<file path="src/rtl/pc_branch_unit.sv">
// pc_branch_unit: registered PC with flag-resolved conditional branches and exception redirect.
// Define PC_BRANCH_STATS_EN to build the taken/not-taken statistics counters.
module pc_branch_unit #(
  parameter int WIDTH = 32,
  parameter logic [WIDTH-1:0] RESET_VECTOR = '0,
  parameter logic [31:0] EXC_VECTOR = 32'h000000FF,
  parameter int FLAG_TIMEOUT = 8,
  parameter int CNT_W = 16
) (
  input  logic             clk,
  input  logic             reset_n,
  input  logic             pc_write,
  input  logic [WIDTH-1:0] pc_in,
  input  logic             lte_c,
  input  logic             gt_c,
  input  logic             eq_c,
  input  logic             ne_c,
  input  logic [WIDTH-1:0] br_target,
  input  logic             flag_valid,
  input  logic             gt,
  input  logic             eq,
  input  logic             exc_req,
  output logic [WIDTH-1:0] pc,
  output logic [WIDTH-1:0] epc,
  output logic             pc_written,
  output logic             busy,
  output logic             timeout_err,
  output logic [CNT_W-1:0] taken_cnt,
  output logic [CNT_W-1:0] not_taken_cnt
);
  localparam int TW = $clog2(FLAG_TIMEOUT + 1);
  localparam logic [WIDTH-1:0] EXC_PC = WIDTH'(EXC_VECTOR);
  typedef enum logic {RUN, WAIT_FLAGS} state_t;
  state_t state, state_nx;
  logic [3:0] mask;
  logic [WIDTH-1:0] target;
  logic [TW-1:0] tcnt;
  logic in_wait, wr, br, resolve, tmo, taken;
  always_comb begin
    in_wait = state == WAIT_FLAGS;
    taken = (mask[3] & ~gt) | (mask[2] & gt) | (mask[1] & eq) | (mask[0] & ~eq);
    wr = !in_wait && !exc_req && pc_write;
    br = !in_wait && !exc_req && !pc_write && (lte_c | gt_c | eq_c | ne_c);
    resolve = in_wait && !exc_req && flag_valid;
    tmo = in_wait && !exc_req && !flag_valid && tcnt == TW'(FLAG_TIMEOUT - 1);
    state_nx = br ? WAIT_FLAGS : (exc_req || resolve || tmo) ? RUN : state;
  end
  assign busy = state == WAIT_FLAGS;
  always_ff @(posedge clk or negedge reset_n) begin
    if (!reset_n) begin
      state <= RUN;
      pc <= RESET_VECTOR;
      epc <= '0;
      pc_written <= 1'b0;
      timeout_err <= 1'b0;
      mask <= '0;
      target <= '0;
      tcnt <= '0;
    end else begin
      state <= state_nx;
      pc_written <= exc_req || wr || (resolve && taken);
      timeout_err <= tmo;
      if (exc_req) begin
        epc <= pc;
        pc <= EXC_PC;
      end else if (wr) pc <= pc_in;
      else if (resolve && taken) pc <= target;
      if (br) begin
        mask <= {lte_c, gt_c, eq_c, ne_c};
        target <= br_target;
        tcnt <= '0;
      end else if (in_wait) tcnt <= tcnt + TW'(1);
    end
  end
`ifdef PC_BRANCH_STATS_EN
  // A discarded (exception) or timed-out branch never reaches resolve, so it is not counted.
  always_ff @(posedge clk or negedge reset_n) begin
    if (!reset_n) begin
      taken_cnt <= '0;
      not_taken_cnt <= '0;
    end else if (resolve) begin
      if (taken && !(&taken_cnt)) taken_cnt <= taken_cnt + CNT_W'(1);
      if (!taken && !(&not_taken_cnt)) not_taken_cnt <= not_taken_cnt + CNT_W'(1);
    end
  end
`else
  assign taken_cnt = '0;
  assign not_taken_cnt = '0;
`endif
endmodule

</file>
<file path="config.mk">
export PLATFORM = sky130hd
export DESIGN_NAME = pc_branch_unit
export DESIGN_NICKNAME = d
export VERILOG_FILES = /design/src/rtl/pc_branch_unit.sv
export SDC_FILE = /design/constraint.sdc
export NUM_CORES = 1
export LEC_CHECK = 0
export CAP_MARGIN = 20
export CORE_ASPECT_RATIO = 1.4
export CORE_MARGIN = 2
export CORE_UTILIZATION = 25
export DETAILED_ROUTE_END_ITERATION = 16
export PLACE_DENSITY = 0.46
export SETUP_SLACK_MARGIN = 0.5
export SYNTH_ARGS = -nofsm -noshare
export SYNTH_HDL_FRONTEND = slang
export SYNTH_SLANG_ARGS = --single-unit
</file>
<file path="constraint.sdc">
create_clock -name clk -period 4.3 [get_ports clk]
set_input_delay 1.075 -clock clk [delete_from_list [all_inputs] [get_ports clk]]
set_output_delay 1.075 -clock clk [all_outputs]
set_load 0.005 [all_outputs]
</file>
==> results of run 1 <==
[worst paths after layout]
check | from | to | slack [ns] | depth (start not counted)
worst min-delay path | target[31]$_DFFE_PN0P_ | target[31]$_DFFE_PN0P_ | 0.49 | 1
worst min register to register | target[31]$_DFFE_PN0P_ | target[31]$_DFFE_PN0P_ | 0.49 | 1
worst max-delay path | gt | pc[15]$_DFFE_PN0P_ | 1.54 | 6
worst max register to register | busy$_DFFE_PN0P_ | pc[31]$_DFFE_PN0P_ | 2.17 | 5
max in group asynchronous | reset_n | pc[28]$_DFFE_PN0P_ | 2.56 | 2
min in group asynchronous | reset_n | timeout_err$_DFF_PN0_ | 0.77 | 1
[critical path, stage by stage]
cell,delay (ns)
sky130_fd_sc_hd__clkdlybuf4s50_1,0.49
sky130_fd_sc_hd__mux2i_2,0.27
sky130_fd_sc_hd__a211oi_4,0.09
sky130_fd_sc_hd__or2_2,0.54
sky130_fd_sc_hd__buf_4,0.32
sky130_fd_sc_hd__a311oi_2,0.21
[cell type report]
cell class	instances	area share [%]
diodes	1	0.0373
clock buffers	12	3.68
clock inverters	2	0.560
multi-input cells	254	29.2
flip-flops and latches	107	39.9
well taps	248	4.63
repair buffers	148	22.0
[cell families after synthesis]
family,count (synthesis),synth area share (%)
multiplexers,71,16.3
AND/OR/NAND/NOR,104,10.1
adder cells (fa/ha/maj),1,0.254
other,1,0.0762
XOR/XNOR,3,0.534
AO/OA/AOI/OAI,43,9.94
buffers and inverters,62,8.41
flip-flops,107,54.4
[report_power, final]
| part | switching, W | leakage (nW) | internal (W) |
|---|---|---|---|
| Sequential | 0.0000984 | 1.30 | 0.00116 |
| Clock | 0.000365 | 0.135 | 0.000462 |
| Combinational | 0.000228 | 1.25 | 0.000340 |
| Total | 0.000691 | 2.69 | 0.00196 |
[sequential cells by signal, summed over array words and instances, names as in the netlist]
register,flops
pc_written,1
timeout_err,1
epc,32
pc,32
mask,4
busy,1
tcnt,4
target,32
[metrics by stage]
stage,cell area (sq um),utilization (%),hold slack (ns),instances
after global placement,6420,33.3,0.467,757
after CTS,6700,34.7,0.492,771
final,6700,34.7,0.490,772
after detailed placement,6420,33.3,0.476,757
after floorplan,5040,-,0.458,423
after global routing,6700,34.7,0.522,772
[metal layers]
layer / global-route usage (%) / wire [um] / vias to the layer above
li1: - / - / 1583
met1: 15.4 / 5310 / 1683
met2: 22.9 / 7240 / 104
met3: 2.55 / 519 / 11
met4: 5.30 / 229 / 0
met5: 0 / 0 / -
[placed cells by master (no fill, tap or decap), drive strengths merged]
cell type	count
a211oi	9
dfrtp	107
nand2	50
nand4	1
bufinv	1
nand3b	2
nor4b	1
buf	9
ha	1
xor2	2
nor2b	1
or3	1
nor3	24
o41ai	1
xnor2	1
nor2	6
mux2	68
a21oi	9
nand2b	1
clkdlybuf4s50	139
or2	1
diode	1
and2	8
mux2i	3
nor4	8
a311oi	24
clkbuf	12
conb	32
clkinvlp	1
==> metrics.md, run 1 <==
| Metric | Value |
|---|---|
| # fillers | `1,874` |
| Largest vdd supply drop | `0.227 mV` |
| Via count of the first global-routing pass | `3,519` |
| Clock transition at the registers of the reported paths | `0.07 ns` |
| Number of DRC markers in iteration 0 | `116` |
| Post-route DRC violation count | `0` |
| Number of antenna violations at the first check in global routing | `1` |
| Input/output buffers | `141` |
| Final setup fails | `0` |
| Post-DR wirelength/cell | `17.2 um` |
| ANT nets after route | `0` |
| CTS H-tree lvls | `3` |
| Async SR Flop Fraction | `100%` |
| Die Wd | `around 120 um` |
| Kind of end point of the critical path | `flip-flop` |
| Crit Path Category | `in -> reg` |
| Hold crit path type | `reg -> reg` |
| Starting density of the core | `25.5%` |
| Number of instances resized during post-cts repair | `0` |
| Multi-input logic area | `0.00196 sq mm` |
| Final total power | `0.00265 W` |
| Pin slew with the least headroom to its limit | `0.750 ns` |
| Wire length of the first global-routing pass | `20.3 mm` |
| Die outline area | `0.0208 sq mm` |
| Worst setup SP type | `primary input` |
| Synth-to-layout area growth | `36.2%` |
| Ratio of cells with drive above 1 in the final layout | `22.0%` |
| Most instantiated cells after synthesis | `sky130_fd_sc_hd__dfrtp_1 (107), sky130_fd_sc_hd__mux2_2 (63), sky130_fd_sc_hd__nand2_1 (49)` |
| Detail-routed via count per cell | `4.38` |
| Cell chosen for the clock root | `sky130_fd_sc_hd__clkbuf_16` |
| Synth cell types | `33` |
| Cell area after technology mapping | `0.00492 sq mm` |
| Most used flip-flop cell after synthesis | `sky130_fd_sc_hd__dfrtp_1` |
| Count of standard-cell rows | `60` |
| Final WL | `13.3 mm` |
| Pwr Density | `about 400 mW/mm^2` |
| Top-level I/O count | `174` |
| Yosys synthesis warning count | `0` |
| Number of detailed-route iterations in the first pass | `4` |
| Lkg Pwr | `2.69 nW` |
| Share of synthesized area occupied by flip-flops and latches | `54.4%` |
| Cts bufs inserted | `9` |
| Final worst path period need | `between 2 and 3 ns` |
| Quantity of hold-fixing buffers added after cts | `0` |
| Pin count of the biggest net entering global routing | `66` |
| Sum of negative setup slack | `0 ns` |
| Per-instance average area after synthesis | `12.6 sq um` |
| CP required | `4.55 ns` |
| Number of sinks on the clock net | `107` |
| CTS tree | `yes` |
| Max-Slew Margin vs Limit | `between 40% and 50%` |
| HPWL reported at the end of detailed placement | `9.26 mm` |
| Total via count after detailed routing | `3,381` |
| Final cycle utilization of the critical path | `roughly 64%` |
| Overall fraction of global-route tracks in use | `13.0%` |
| Final count of pins violating max slew | `0` |
| Dominant cells by area after synthesis | `sky130_fd_sc_hd__dfrtp_1 (54%), sky130_fd_sc_hd__mux2_2 (14%), sky130_fd_sc_hd__a311oi_2 (6.7%), sky130_fd_sc_hd__buf_4 (5.6%), sky130_fd_sc_hd__nand2_1 (3.7%)` |
| Storage element area | `0.00268 sq mm` |
| Number of nets in the finished design | `around 600` |
| Count of maximum capacitance violations | `0` |
| Status | `complete, no violations` |
| RSZ-0062 raised after global routing | `no` |
| Top-count cell post-synth | `sky130_fd_sc_hd__dfrtp_1` |
| Synthesized netlist cell count | `392` |
| Maximum achievable frequency | `362 MHz` |
| Top fanout value on the critical path | `21` |
| Endpoints failing hold | `0` |
| Die outline height | `between 150 and 200 um` |
| Share of the synthesized area in the top cell type | `about 54%` |
| Buffers from clock root to sink, at most | `2` |
| Signal arrival time at the worst endpoint | `about 3.0 ns` |
| Routability cong. | `0.786` |
| Synthesis-stage register bit count | `107` |
| Worst clock skew | `roughly 0.0070 ns` |
| Total global routing overflow | `0` |
| Pre-CTS setup slack | `1.14 ns` |
| Std-Cell Core Area | `0.0193 sq mm` |
| Clock latency on the worst-skew pair | `0.35 ns` |
| Library cell occupying the most area in the post-synthesis netlist | `sky130_fd_sc_hd__dfrtp_1` |
| Final setup slack of the worst path | `1.54 ns` |
| Count of flip-flops with a built-in enable after synthesis | `0` |
| Post CTS Setup Buffer Count | `0` |
No activity file was read; power rests on OpenSTA's default activity.
==> inputs of run 2 (changes only) <==
==> constraint.sdc (replaced) <==
create_clock -name clk -period 2.56 [get_ports clk]
set_input_delay 0.64 -clock clk [delete_from_list [all_inputs] [get_ports clk]]
set_output_delay 0.64 -clock clk [all_outputs]
set_load 0.005 [all_outputs]
==> run 2 against run 1 <==
Worst setup slack got worse by 0.98 ns. Largest power group unchanged. Via count rose by 2.0%. Clock skew rose by 0.0020 ns. Die area did not move. Total power rose by 74%. Highest routed layer unchanged. Final area rose by 2.4%. Combinational power rose by 74%. Sequential cell count did not move. Sequential share of layout area fell by 0.95 points. Non-clock buffer count rose by 12. Global-route usage rose by 0.22 points. Largest cell class unchanged.
==> metrics.md, run 2 (synthesis results as in run 1) <==
| Metric | Value |
|---|---|
| Maximum achievable frequency | `499 MHz` |
| Count of maximum capacitance violations | `0` |
| Cell chosen for the clock root | `sky130_fd_sc_hd__clkbuf_16` |
| Worst setup SP type | `primary input` |
| Total via count after detailed routing | `3,448` |
| Buffers from clock root to sink, at most | `2` |
| Final cell count without fillers | `785` |
| Final WL | `roughly 13 mm` |
| Detail-routed via count per cell | `4.39` |
| Top fanout value on the critical path | `20` |
| Post-route DRC violation count | `0` |
| Final total power | `0.00461 W` |
| Overall fraction of global-route tracks in use | `13.2%` |
| Hold crit path type | `in -> async` |
| Path length in cells of the critical path | `6` |
| Final setup fails | `0` |
| Kind of end point of the critical path | `flip-flop` |
| Sum of negative setup slack | `0 ns` |
| Synth-to-layout area growth | `39.5%` |
| Category of cells accounting for the largest share of critical-path delay | `buffers and inverters` |
| Routability cong. | `0.744` |
| Post-Route M1 WL | `just over 5 mm` |
| Lkg Pwr | `approximately 2.8 nW` |
| Wire length of the first global-routing pass | `20.8 mm` |
| Number of antenna violations at the first check in global routing | `0` |
| Input/output buffers | `141` |
| Count of buffering cells on the critical path with inverters included | `2` |
| Most frequent standard cell in the layout excluding fill and tap cells | `sky130_fd_sc_hd__clkdlybuf4s50_1` |
| Chain of cells forming the critical path | `clkdlybuf4s50_1, mux2i_2, a211oi_4, or2_2, buf_12, a311oi_1` |
| Starting density of the core | `about a quarter` |
| Endpoints failing hold | `0` |
| Max-Slew Margin vs Limit | `63.6%` |
| Top-level I/O count | `174` |
| Number of nets in the finished design | `608` |
| RSZ-0062 raised after global routing | `yes` |
| Clock transition at the registers of the reported paths | `0.07 ns` |
| Worst clock skew | `0.00898 ns` |
| Pin slew with the least headroom to its limit | `0.546 ns` |
| CTS tree | `yes` |
| Storage element area | `0.00268 sq mm` |
| Worst R2R Path Depth | `6` |
| Pwr Density | `671 mW/mm^2` |
| Crit Path Category | `in -> reg` |
| Total global routing overflow | `0` |
| Die Wd | `123 um` |
| Multi-input logic area | `approximately 0.0020 sq mm` |
| Post-DR wirelength/cell | `around 17 um` |
| Count of standard-cell rows | `60` |
| CP required | `2.82 ns` |
| CTS H-tree lvls | `3` |
| Final count of pins violating max slew | `0` |
| HPWL reported at the end of detailed placement | `9.54 mm` |
| Ratio of cells with drive above 1 in the final layout | `~24%` |
| Setup slack, reg-to-reg | `between 0.9 and 1 ns` |
| Final worst path period need | `2.00 ns` |
| Std-Cell Core Area | `0.0193 sq mm` |
| Number of DRC markers in iteration 0 | `90` |
| Die outline area | `roughly 0.021 sq mm` |
| Clock latency on the worst-skew pair | `0.35 ns` |
| ANT nets after route | `0` |
| Most used cells in the layout excluding fill and tap cells | `sky130_fd_sc_hd__clkdlybuf4s50_1 (139), sky130_fd_sc_hd__dfrtp_1 (107), sky130_fd_sc_hd__mux2_2 (63), sky130_fd_sc_hd__nand2_1 (49), sky130_fd_sc_hd__conb_1 (32)` |
| Final cycle utilization of the critical path | `78.2%` |
| Pin count of the biggest net entering global routing | `50` |
| Hold WS | `about 0.24 ns` |
| Post CTS Setup Buffer Count | `0` |
| # diodes | `0` |
| Number of detailed-route iterations in the first pass | `4` |
| Largest vdd supply drop | `around 0.29 mV` |
| Signal arrival time at the worst endpoint | `2.26 ns` |
| Routed length on met2 | `about 7.3 mm` |
| Registers with the most flip-flops | `epc x32, pc x32, target x32` |
| Die outline height | `170 um` |
| Quantity of hold-fixing buffers added after cts | `0` |
| Detailed-routed wire length on met3 | `about 530 um` |
| Slowest cell on crit path | `sky130_fd_sc_hd__clkdlybuf4s50_1` |
| # fillers | `1,914` |
| Top layer reached by signal wires | `met4` |
| Count of placed standard cells including taps | `769` |
| Via count of the first global-routing pass | `3,651` |
| Status | `complete, no violations` |
| Cts bufs inserted | `9` |
| Number of instances resized during post-cts repair | `0` |
| Delay contributed by the slowest stage of the critical path | `0.50 ns` |
| Number of sinks on the clock net | `107` |
-- run 2: changes by cell type in the layout (fill, tap and decap cells not counted), sizes merged --
cell,before,now
buf,9,21
clkinvlp,1,0
bufinv,1,2
diode,1,0
clkinv,0,2
-- run 2: path summary, 6_finish.rpt --
check,from,endpoint
worst max-delay path,eq,pc[24]$_DFFE_PN0P_
worst min-delay path,reset_n,pc[21]$_DFFE_PN0P_
worst max register to register,busy$_DFFE_PN0P_,pc[6]$_DFFE_PN0P_
worst min register to register,target[0]$_DFFE_PN0P_,target[0]$_DFFE_PN0P_
max in group asynchronous,reset_n,epc[10]$_DFFE_PN0P_
min in group clk,target[0]$_DFFE_PN0P_,target[0]$_DFFE_PN0P_
-- run 2: cell type report --
type	count	area share, %
Clock buffer	12	3.59
Clock inverter	4	1.08
Multi-Input combinational cell	254	28.6
Sequential cell	107	39.0
Tap cell	248	4.52
Timing Repair Buffer	160	23.2
-- run 2: layer usage --
metal	GRT usage, %	up-vias
met2	23.6	96
met3	2.51	14
met4	5.45	0
met5	0	-
li1	-	1607
met1	15.3	1731
-- run 2: power breakdown --
| group | leakage, nW | switching [W] | internal [W] |
|---|---|---|---|
| Clock | 0.157 | 0.000626 | 0.000886 |
| Combinational | 1.32 | 0.000391 | 0.000595 |
| Sequential | 1.30 | 0.000162 | 0.00195 |
| Total | 2.78 | 0.00118 | 0.00343 |
-- run 2: through the flow --
stage	util, %	instance area (sq um)	setup slack, ns
2_1_floorplan	-	5040	0.819
3_3_place_gp	33.9	6530	0.195
3_5_place_dp	33.9	6530	0.159
4_1_cts	35.5	6850	0.540
5_1_grt	35.6	6870	0.484
6_report	35.6	6870	0.557
==> inputs of run 3 (changes only) <==
--- a/config.mk
+++ b/config.mk
@@ -10,7 +10,7 @@
 export CORE_MARGIN = 2
 export CORE_UTILIZATION = 25
 export DETAILED_ROUTE_END_ITERATION = 16
-export PLACE_DENSITY = 0.46
+export PLACE_DENSITY = 0.47
 export SETUP_SLACK_MARGIN = 0.5
 export SYNTH_ARGS = -nofsm -noshare
 export SYNTH_HDL_FRONTEND = slang
==> constraint.sdc (replaced) <==
create_clock -name clk -period 1.8 [get_ports clk]
set_input_delay 0.45 -clock clk [delete_from_list [all_inputs] [get_ports clk]]
set_output_delay 0.45 -clock clk [all_outputs]
set_load 0.005 [all_outputs]
==> run 3 against run 2 <==
First-iteration DRC count is 19% higher. Via count is 8.9% higher. Clock skew is 0.0015 ns lower. Core utilization is 5.1 points higher. Count of clock-buffer cells in the layout is 2 lower. Sequential power is 42% higher.
==> metrics.md, run 3 (synthesis results as in run 1) <==
| Metric | Value |
|---|---|
| Worst clock skew | `0.00748 ns` |
| Number of detailed-route iterations in the first pass | `4` |
| Hold crit path type | `in -> async` |
| Starting density of the core | `25.5%` |
| Final cycle utilization of the critical path | `around 90%` |
| Cts bufs inserted | `9` |
| Largest vdd supply drop | `0.570 mV` |
| Synth-to-layout area growth | `59.4%` |
| Quantity of hold-fixing buffers added after cts | `0` |
| Crit Path Category | `reg -> reg` |
| Die outline area | `0.0208 sq mm` |
| Registers with the most flip-flops | `epc x32, pc x32, target x32` |
| Die outline height | `170 um` |
| Most frequent standard cell in the layout excluding fill and tap cells | `sky130_fd_sc_hd__dfrtp_1` |
| Number of nets in the finished design | `689` |
| Placed standard-cell area | `just under 0.007 sq mm` |
| Final WL | `about 15 mm` |
| CTS tree | `yes` |
| Total global routing overflow | `0` |
| Slowest cell on crit path | `sky130_fd_sc_hd__dfrtp_2` |
| Count of standard-cell rows | `60` |
| Clock transition at the registers of the reported paths | `0.07 ns` |
| Post-route standard cell area excluding fillers | `between 0.007 and 0.008 sq mm` |
| Lkg Pwr | `3.47 nW` |
| ANT nets after route | `0` |
| Input/output buffers | `141` |
| HPWL reported at the end of detailed placement | `9.71 mm` |
| Cell chosen for the clock root | `sky130_fd_sc_hd__clkbuf_16` |
| Clock latency on the worst-skew pair | `0.35 ns` |
| Pin count of the biggest net entering global routing | `63` |
| Std-Cell Core Area | `0.0193 sq mm` |
| Pwr Density | `860 mW/mm^2` |
| Ratio of cells with drive above 1 in the final layout | `52.2%` |
| Util after Layout | `roughly two fifths` |
| Endpoints failing hold | `0` |
| Wire length of the first global-routing pass | `22.2 mm` |
| Buffers from clock root to sink, at most | `2` |
| RSZ-0062 raised after global routing | `yes` |
| Final worst path period need | `1.61 ns` |
| Die Wd | `123 um` |
| Kind of end point of the critical path | `flip-flop` |
| Via count of the first global-routing pass | `~3,800` |
| Most frequent cell on the critical path | `sky130_fd_sc_hd__buf_6` |
| Number of antenna violations at the first check in global routing | `2` |
| Overall fraction of global-route tracks in use | `between 10% and 20%` |
| Detail-routed via count per cell | `4.34` |
| Final count of pins violating max slew | `0` |
| Signal arrival time at the worst endpoint | `around 1.9 ns` |
| Top-level I/O count | `174` |
| Crit Reg-Reg Startpoint | `busy$_DFFE_PN0P_` |
| Pre-CTS setup slack | `-0.432 ns` |
| Worst setup SP type | `flip-flop` |
| Post-DR wirelength/cell | `17.4 um` |
| Sum of negative setup slack | `0 ns` |
| Delay contributed by the slowest stage of the critical path | `0.37 ns` |
| Most used cells in the layout excluding fill and tap cells | `sky130_fd_sc_hd__dfrtp_1 (106), sky130_fd_sc_hd__buf_2 (66), sky130_fd_sc_hd__clkdlybuf4s50_1 (64), sky130_fd_sc_hd__buf_4 (61), sky130_fd_sc_hd__mux2_2 (58)` |
| Endpoint of the lowest-slack register-to-register path | `pc[0]$_DFFE_PN0P_` |
| CTS H-tree lvls | `3` |
| Chain of cells forming the critical path | `buf_6, buf_6, nor2b_4, buf_6, buf_12, clkbuf_16, and2_1, a211oi_2, a21oi_2` |
| Worst R2R Path Depth | `9` |
| Total via count after detailed routing | `3,754` |
| Routability cong. | `0.738` |
| Post-route DRC violation count | `0` |
| Final setup slack of the worst path | `0.185 ns` |
| Status | `complete, no violations` |
| Number of DRC markers in iteration 0 | `around 110` |
| Setup slack, reg-to-reg | `0.19 ns` |
| Count of maximum capacitance violations | `0` |
| Top fanout value on the critical path | `5` |
| Number of sinks on the clock net | `107` |
| Maximum achievable frequency | `roughly 620 MHz` |
| Final setup fails | `0` |
| CP required | `2.04 ns` |
-- run 3: cell types whose count changed in the layout (fill, tap and decap cells not counted), sizes merged, moves of 2 or more --
cell / change
clkdlybuf4s50: -75
buf: +145
diode: +2
dlygate4sd2: +6
clkbuf: +2
-- run 3: worst max-delay path by stage --
stage,end,depth (start not counted),slack (ns),from
after detailed placement,pc[12]$_DFFE_PN0P_,6,-0.43,gt
after global routing,target[19]$_DFFE_PN0P_,6,0.15,busy$_DFFE_PN0P_
after CTS,busy,2,0.16,busy$_DFFE_PN0P_
after global placement,pc[16]$_DFFE_PN0P_,6,-0.39,eq
final,pc[0]$_DFFE_PN0P_,9,0.19,busy$_DFFE_PN0P_
after floorplan,pc[10]$_DFFE_PN0P_,6,0.25,eq
-- run 3: cell type report --
cell class | instances | area, sq um
Fill cell | 1860 | 11400
Sequential cell | 107 | 2680
Multi-Input combinational cell | 254 | 2300
Timing Repair Buffer | 241 | 2280
Tap cell | 248 | 310
Clock buffer | 10 | 229
Clock inverter | 3 | 42.5
Antenna cell | 2 | 5.00
-- run 3: timing repair --
action                     in CTS  in global routing
gates resized for setup       332                 25
setup buffers                  46                 18
gates cloned                    8                  2
pin swaps                      24                 32
setup endpoints to repair     140                140
-- run 3: per-layer routing --
layer	track usage, %	routed length (um)	vias to the layer above
met2	26.0	8190	96
met5	0	0	-
met1	16.5	5930	1863
met3	1.94	497	19
met4	7.45	392	0
li1	-	-	1776
-- run 3: worst max-delay path, delay by kind of cell, from the launching register on --
kind | cells | cell delay (ns)
flip-flops | 1 | 0.37
buffers and inverters | 5 | 0.61
AND/OR/NAND/NOR | 2 | 0.20
AO/OA/AOI/OAI | 2 | 0.32
-- run 3: where the power goes --
group | total [W] | internal [W] | switching (W)
combinational | 0.00182 | 0.00108 | 0.000744
sequential | 0.00299 | 0.00277 | 0.000224
clock | 0.00194 | 0.00106 | 0.000880
-- run 3: metrics by stage --
step	hold WS, ns	total power [W]	cells
after global placement	0.464	0.00454	776
after CTS	0.0799	0.00672	843
after global routing	0.0853	0.00710	865
after floorplan	0.154	0.00380	423
final	0.0722	0.00675	865
after detailed placement	0.468	0.00458	776
